===== config.mk =====
export PLATFORM = sky130hd
export DESIGN_NAME = gpio_atr_irq
export DESIGN_NICKNAME = d
export VERILOG_FILES = /design/src/rtl/gpio_atr_irq.sv
export SDC_FILE = /design/constraint.sdc
export NUM_CORES = 1
export LEC_CHECK = 0
export BUFFER_PORTS_ARGS = -buffer_cell sky130_fd_sc_hd__buf_2
export CAP_MARGIN = 20
export CORE_MARGIN = 2
export CORE_UTILIZATION = 36
export CTS_CLUSTER_DIAMETER = 30
export DETAILED_ROUTE_END_ITERATION = 10
export PLACE_DENSITY = 0.52
export SLEW_MARGIN = 20
export SYNTH_ARGS = -nofsm -noshare
export SYNTH_HDL_FRONTEND = slang
export SYNTH_SLANG_ARGS = --single-unit

===== constraint.sdc =====
create_clock -name clk -period 2.5 [get_ports clk]
set_clock_uncertainty 0.15 [all_clocks]
set_input_delay 0.25 -clock clk [delete_from_list [all_inputs] [get_ports clk]]
set_output_delay 0.25 -clock clk [all_outputs]
set_load 0.1 [all_outputs]

===== src/rtl/gpio_atr_irq.sv =====
// gpio_atr_irq
//   Settings-bus GPIO block. Each output bit follows either one of four ATR
//   values selected by {tx,rx} or a manual value. Inputs are synchronised,
//   optionally debounced, and edge-detected into a sticky, write-1-to-clear
//   interrupt status.
//
//   Optional build macro: GPIO_ATR_IRQ_DEBOUNCE_EN adds a per-bit debounce
//   filter of DEBOUNCE_CYCLES cycles. Without it the filter is a plain wire.
//
// Ports
//   clk, reset_n          block clock, async active-low reset
//   set_stb/addr/data     settings-bus write (BASE..BASE+9)
//   rx, tx                radio state, selects ATR value
//   gpio_in               asynchronous pin inputs
//   gpio_out, gpio_ddr    registered output value and direction (1 = drive)
//   rb_sel, gpio_readback readback select and registered readback
//   irq                   OR of pending status bits
module gpio_atr_irq #(
    parameter int BASE            = 0,
    parameter int WIDTH           = 32,
    parameter int DEBOUNCE_CYCLES = 16
) (
    input  logic             clk,
    input  logic             reset_n,
    input  logic             set_stb,
    input  logic [7:0]       set_addr,
    input  logic [31:0]      set_data,
    input  logic             rx,
    input  logic             tx,
    input  logic [WIDTH-1:0] gpio_in,
    output logic [WIDTH-1:0] gpio_out,
    output logic [WIDTH-1:0] gpio_ddr,
    input  logic [1:0]       rb_sel,
    output logic [31:0]      gpio_readback,
    output logic             irq
);

    localparam logic [7:0] BASE_A = 8'(BASE);

    logic [WIDTH-1:0] idle_q, rxv_q, txv_q, fdx_q, ddr_q, mask_q, man_q, ren_q, fen_q;
    logic [WIDTH-1:0] wdat;
    logic [7:0]       off;

    // Offset relative to BASE; anything past 9 falls through the case default.
    assign off  = set_addr - BASE_A;
    assign wdat = set_data[WIDTH-1:0];

    always_ff @(posedge clk or negedge reset_n) begin
        if (!reset_n) begin
            idle_q <= '0; rxv_q <= '0; txv_q <= '0; fdx_q <= '0;
            ddr_q  <= '0; mask_q <= '0; man_q <= '0; ren_q <= '0; fen_q <= '0;
        end else if (set_stb) begin
            case (off)
                8'd0: idle_q <= wdat;
                8'd1: rxv_q  <= wdat;
                8'd2: txv_q  <= wdat;
                8'd3: fdx_q  <= wdat;
                8'd4: ddr_q  <= wdat;
                8'd5: mask_q <= wdat;
                8'd6: man_q  <= wdat;
                8'd7: ren_q  <= wdat;
                8'd8: fen_q  <= wdat;
                default: ;
            endcase
        end
    end

    // ---------------- output path ----------------
    logic [WIDTH-1:0] atr_d, gout_d;

    always_comb begin
        atr_d = idle_q;
        case ({tx, rx})
            2'b01:   atr_d = rxv_q;
            2'b10:   atr_d = txv_q;
            2'b11:   atr_d = fdx_q;
            default: atr_d = idle_q;
        endcase
        gout_d = (mask_q & atr_d) | (~mask_q & man_q);
    end

    // ---------------- input path ----------------
    logic [WIDTH-1:0] s1_q, s2_q, f, p_q;

    always_ff @(posedge clk or negedge reset_n) begin
        if (!reset_n) begin
            s1_q <= '0;
            s2_q <= '0;
        end else begin
            s1_q <= gpio_in;
            s2_q <= s1_q;
        end
    end

`ifdef GPIO_ATR_IRQ_DEBOUNCE_EN
    localparam int CW = $clog2(DEBOUNCE_CYCLES + 1);

    // f only follows s2 once s2 has disagreed with it for DEBOUNCE_CYCLES
    // consecutive cycles; any return to agreement restarts the count.
    for (genvar i = 0; i < WIDTH; i++) begin : g_db
        logic [CW-1:0] cnt_q;
        logic          fb_q;

        always_ff @(posedge clk or negedge reset_n) begin
            if (!reset_n) begin
                cnt_q <= '0;
                fb_q  <= 1'b0;
            end else if (s2_q[i] == fb_q) begin
                cnt_q <= '0;
            end else if (cnt_q == CW'(DEBOUNCE_CYCLES - 1)) begin
                fb_q  <= s2_q[i];
                cnt_q <= '0;
            end else begin
                cnt_q <= cnt_q + 1'b1;
            end
        end

        assign f[i] = fb_q;
    end
`else
    assign f = s2_q;
`endif

    // ---------------- edge detect / status ----------------
    logic [WIDTH-1:0] clr, status_q, status_d;

    assign clr = (set_stb && off == 8'd9) ? wdat : '0;

    // Sets are OR-ed in after the clear so a same-cycle set wins.
    assign status_d = (status_q & ~clr)
                    | (f & ~p_q & ren_q)
                    | (~f & p_q & fen_q);

    // ---------------- readback ----------------
    logic [31:0] rb_d;

    always_comb begin
        rb_d = '0;
        case (rb_sel)
            2'd0:    rb_d[WIDTH-1:0] = f;
            2'd1:    rb_d[WIDTH-1:0] = gpio_out;
            2'd2:    rb_d[WIDTH-1:0] = status_q;
            default: rb_d[WIDTH-1:0] = ddr_q;
        endcase
    end

    always_ff @(posedge clk or negedge reset_n) begin
        if (!reset_n) begin
            p_q           <= '0;
            status_q      <= '0;
            irq           <= 1'b0;
            gpio_out      <= '0;
            gpio_ddr      <= '0;
            gpio_readback <= '0;
        end else begin
            p_q           <= f;
            status_q      <= status_d;
            irq           <= |status_d;
            gpio_out      <= gout_d;
            gpio_ddr      <= ddr_q;
            gpio_readback <= rb_d;
        end
    end

endmodule

==> flow_metrics.env <==
export IMPL_maximum_number_of_pins_on_one_net_before_global_route_repair=68
export IMPL_hold_path_class="in2async"
export IMPL_layout_drive_gt1_share_pct=34.3
export IMPL_timing_final_hold_violations=0
export IMPL_met1_track_usage_gr_pct=26.2
export IMPL_final_cells=2495
export IMPL_synth_largest_area_cell="sky130_fd_sc_hd__dfrtp_1"
export IMPL_coreArea_um2=52800
export IMPL_grt_usage_pct=19.0
export IMPL_finalSetupViolCount=0
export IMPL_synth_largest_type_area_fraction_pct=66.5
export IMPL_antenna_found_initial=1
export IMPL_cts_htree_levels=3
export IMPL_wirelength_um=50800
export IMPL_rsz0062_at_grt="no"
export IMPL_final_design_area_no_fill_um2=26400
export IMPL_synthToLayoutAreaGrowth_pct=36.6
export IMPL_gr_max_usage_layer="met2"
export IMPL_path_max_fanout=5
export IMPL_crit_chain="dlygate4sd3_1 -> buf_2 -> inv_1 -> o41ai_1 -> buf_4 -> and4bb_1 -> nand4_1 -> or4_1"
export IMPL_worst_path_max_delay_cell="sky130_fd_sc_hd__dlygate4sd3_1"
export IMPL_drv_slew=0
export IMPL_clk_latency_ps=640
export IMPL_critPathLaunchType="input port"
export IMPL_power_density_nw_per_um2=1050
export IMPL_synthDistinctLibCells=28
export IMPL_grt_util_met3_pct=4.49
export IMPL_post_drt_wl_per_cell_um=20.4
export IMPL_die_height_um=236
export IMPL_finalWeightedCongestion=0.749
export IMPL_postSynthCellCount=1359
export IMPL_globalRouteOverflowTotal=0
export IMPL_max_clock_freq_mhz=461
export IMPL_dr_iter_0_viols=721
export IMPL_yosys_most_used_dff="sky130_fd_sc_hd__dfrtp_1"
export IMPL_cp_end_kind="flip-flop"
export IMPL_layout_min_cycle_time_ps=2170
export IMPL_cts_inserted_buffers=116
export IMPL_initial_utilization_pct=36.6
export IMPL_area_taken_by_multi_input_logic_gates_um2=6050
export IMPL_number_of_i_o_pins=176
export IMPL_dpl_instance_area_um2=21600
export IMPL_grt_pass1_vias=13500
export IMPL_clk_root_buffer_cell="sky130_fd_sc_hd__clkbuf_16"
export IMPL_sink_count=513
export IMPL_async_flop_share_pct=100
export IMPL_ant_nets=0
export IMPL_tritoncts="yes"
export IMPL_place_worst_setup_slack_ps=-321
export IMPL_netlist_top_cells_area="sky130_fd_sc_hd__dfrtp_1 (67%), sky130_fd_sc_hd__mux4_2 (7.5%), sky130_fd_sc_hd__mux2_2 (6.1%), sky130_fd_sc_hd__o21ai_0 (5.0%), sky130_fd_sc_hd__nand2_1 (3.8%)"
export IMPL_vdd_ir_drop_max_mv=0.613
export IMPL_maxCapViolations=0
export IMPL_final_setup_worst_slack_ps=330
export IMPL_layout_nets=1789
export IMPL_number_of_buffers_between_clock_root_and_the_deepest_sink=3
export IMPL_run_status="completed"
export IMPL_fin_hold_ws_ps=51.7
export IMPL_layout_filler_cells=4606
export IMPL_synth_commonest_cells="sky130_fd_sc_hd__dfrtp_1 (513), sky130_fd_sc_hd__nand2_1 (196), sky130_fd_sc_hd__o21ai_0 (192), sky130_fd_sc_hd__mux2_2 (105), sky130_fd_sc_hd__mux4_2 (64)"
export IMPL_post_layout_total_power_mw=27.8
export IMPL_via_count=12300
export IMPL_first_pass_iters=5
export IMPL_crit_path_dat_ps=2520
export IMPL_fin_crit_sh_pct=86.8
export IMPL_use_met2_pct=29.8
export IMPL_synth_enable_flop_cells=0
export IMPL_placement_io_buffers=175
export IMPL_drt_drc_violations_left=0
export IMPL_placed_cells=2215
export IMPL_row_count=84
export IMPL_fin_setup_tns_ps=0
export IMPL_synth_area_per_cell_um2=14.2
export IMPL_count_leader_synth="sky130_fd_sc_hd__dfrtp_1"
export IMPL_register_bit_count_reported_by_yosys=513
export IMPL_final_seq_area_um2=12800
export IMPL_dieArea_um2=55500
export IMPL_max_slew_worst_pin_slew_ps=619
export IMPL_ys_warn_count=0
export IMPL_viasPerCell=4.94
export IMPL_final_util_pct=50.0
export IMPL_worst_setup_path_category="in2reg"
export IMPL_clk_transition_reported_paths_ps=40
export IMPL_mappedNetlistArea_um2=19300
export IMPL_first_pass_grt_wire_length_um=80600
export IMPL_post_dp_hpwl_um=32600
export IMPL_worstPathRequired_ps=2850
export IMPL_antenna_cells=0
export IMPL_power_static_leakage_nw=12.6
export IMPL_max_slew_margin_pct=58.3
export IMPL_part_of_the_yosys_area_used_for_sequential_elements_pct=66.5
export IMPL_r2r_cells=5
export IMPL_syn_nets=1438
export IMPL_critical_path_max_stage_delay_ps=520
export IMPL_overall_die_width_um=236
==> state kept, by name, indices dropped and copies added, names as in the netlist <==
register       count
txv_q             32
s1_q              32
f                 32
mask_q            32
status_q          32
gpio_readback     32
p_q               32
ddr_q             32
ren_q             32
man_q             32
fdx_q             32
idle_q            32
rxv_q             32
irq                1
fen_q             32
gpio_out          32
gpio_ddr          32
==> what timing repair did <==
| item | 4_1_cts | 5_1_grt |
|---|---|---|
| resized for setup | 0 | 0 |
| endpoints found under the hold margin | 830 | 0 |
| hold buffers | 65 | 0 |
| buffers inserted | 0 | 0 |
==> logic make-up after synthesis <==
logic type      after synthesis  share of synthesized area, %
buf+inv                     104                          2.30
simple gates                294                          7.92
compound gates              224                          6.43
flops                       513                          66.5
mux                         224                          16.8
==> area by class of cell <==
type                       instances  area share [%]
multi-input combinational        742            23.0
inverter                          32           0.456
timing repair buffer             305            9.11
clock buffer                     161            12.8
tap                              688            3.27
clock inverter                    54            2.66
sequential                       513            48.7
==> critical path: cells and delay by family <==
family          cells  cell delay, ps
compound gates      1             410
buf+inv             4             970
simple gates        3             890
==> routing by layer <==
layer | vias to the layer above | routed length [µm] | part of all wire [%]
met5 | - | 13 | 0.026
met4 | 2 | 1220 | 2.4
met3 | 91 | 2260 | 4.5
met2 | 274 | 23900 | 47
met1 | 6387 | 23400 | 46
li1 | 5560 | - | -
==> worst paths after layout <==
kind,startpoint,slack [ps],endpoint
max in group asynchronous,reset_n,1410,mask_q[0]
min,reset_n,50,ddr_q[2]
max reg2reg,f[17],480,irq
max,set_data[17],330,irq
min in group clk,gpio_in[24],100,s1_q[24]
min reg2reg,s1_q[26],190,f[26]
==> placed cells by master (no fill, tap or decap), drive strengths merged, types with 2 or more instances in the layout <==
cell type	synthesis	final
nand3b	32	32
clkinv	0	22
nand2b	17	17
clkbuf	46	161
o41ai	32	32
clkinvlp	0	10
nor2b	2	2
nand4	4	4
and4bb	15	15
dfrtp	513	513
inv	32	40
bufinv	0	14
mux2	160	160
o21ai	192	192
and3	2	2
mux4	64	64
or2b	18	18
buf	26	240
dlygate4sd3	0	65
nand2	196	196
nor4	2	2
==> report_power, final <==
group	internal, mW	switching (mW)
logic	1.00	1.86
clock network	10.8	4.68
registers	8.98	0.461
total	20.8	7.01
Power figures use the tool's default switching activity.
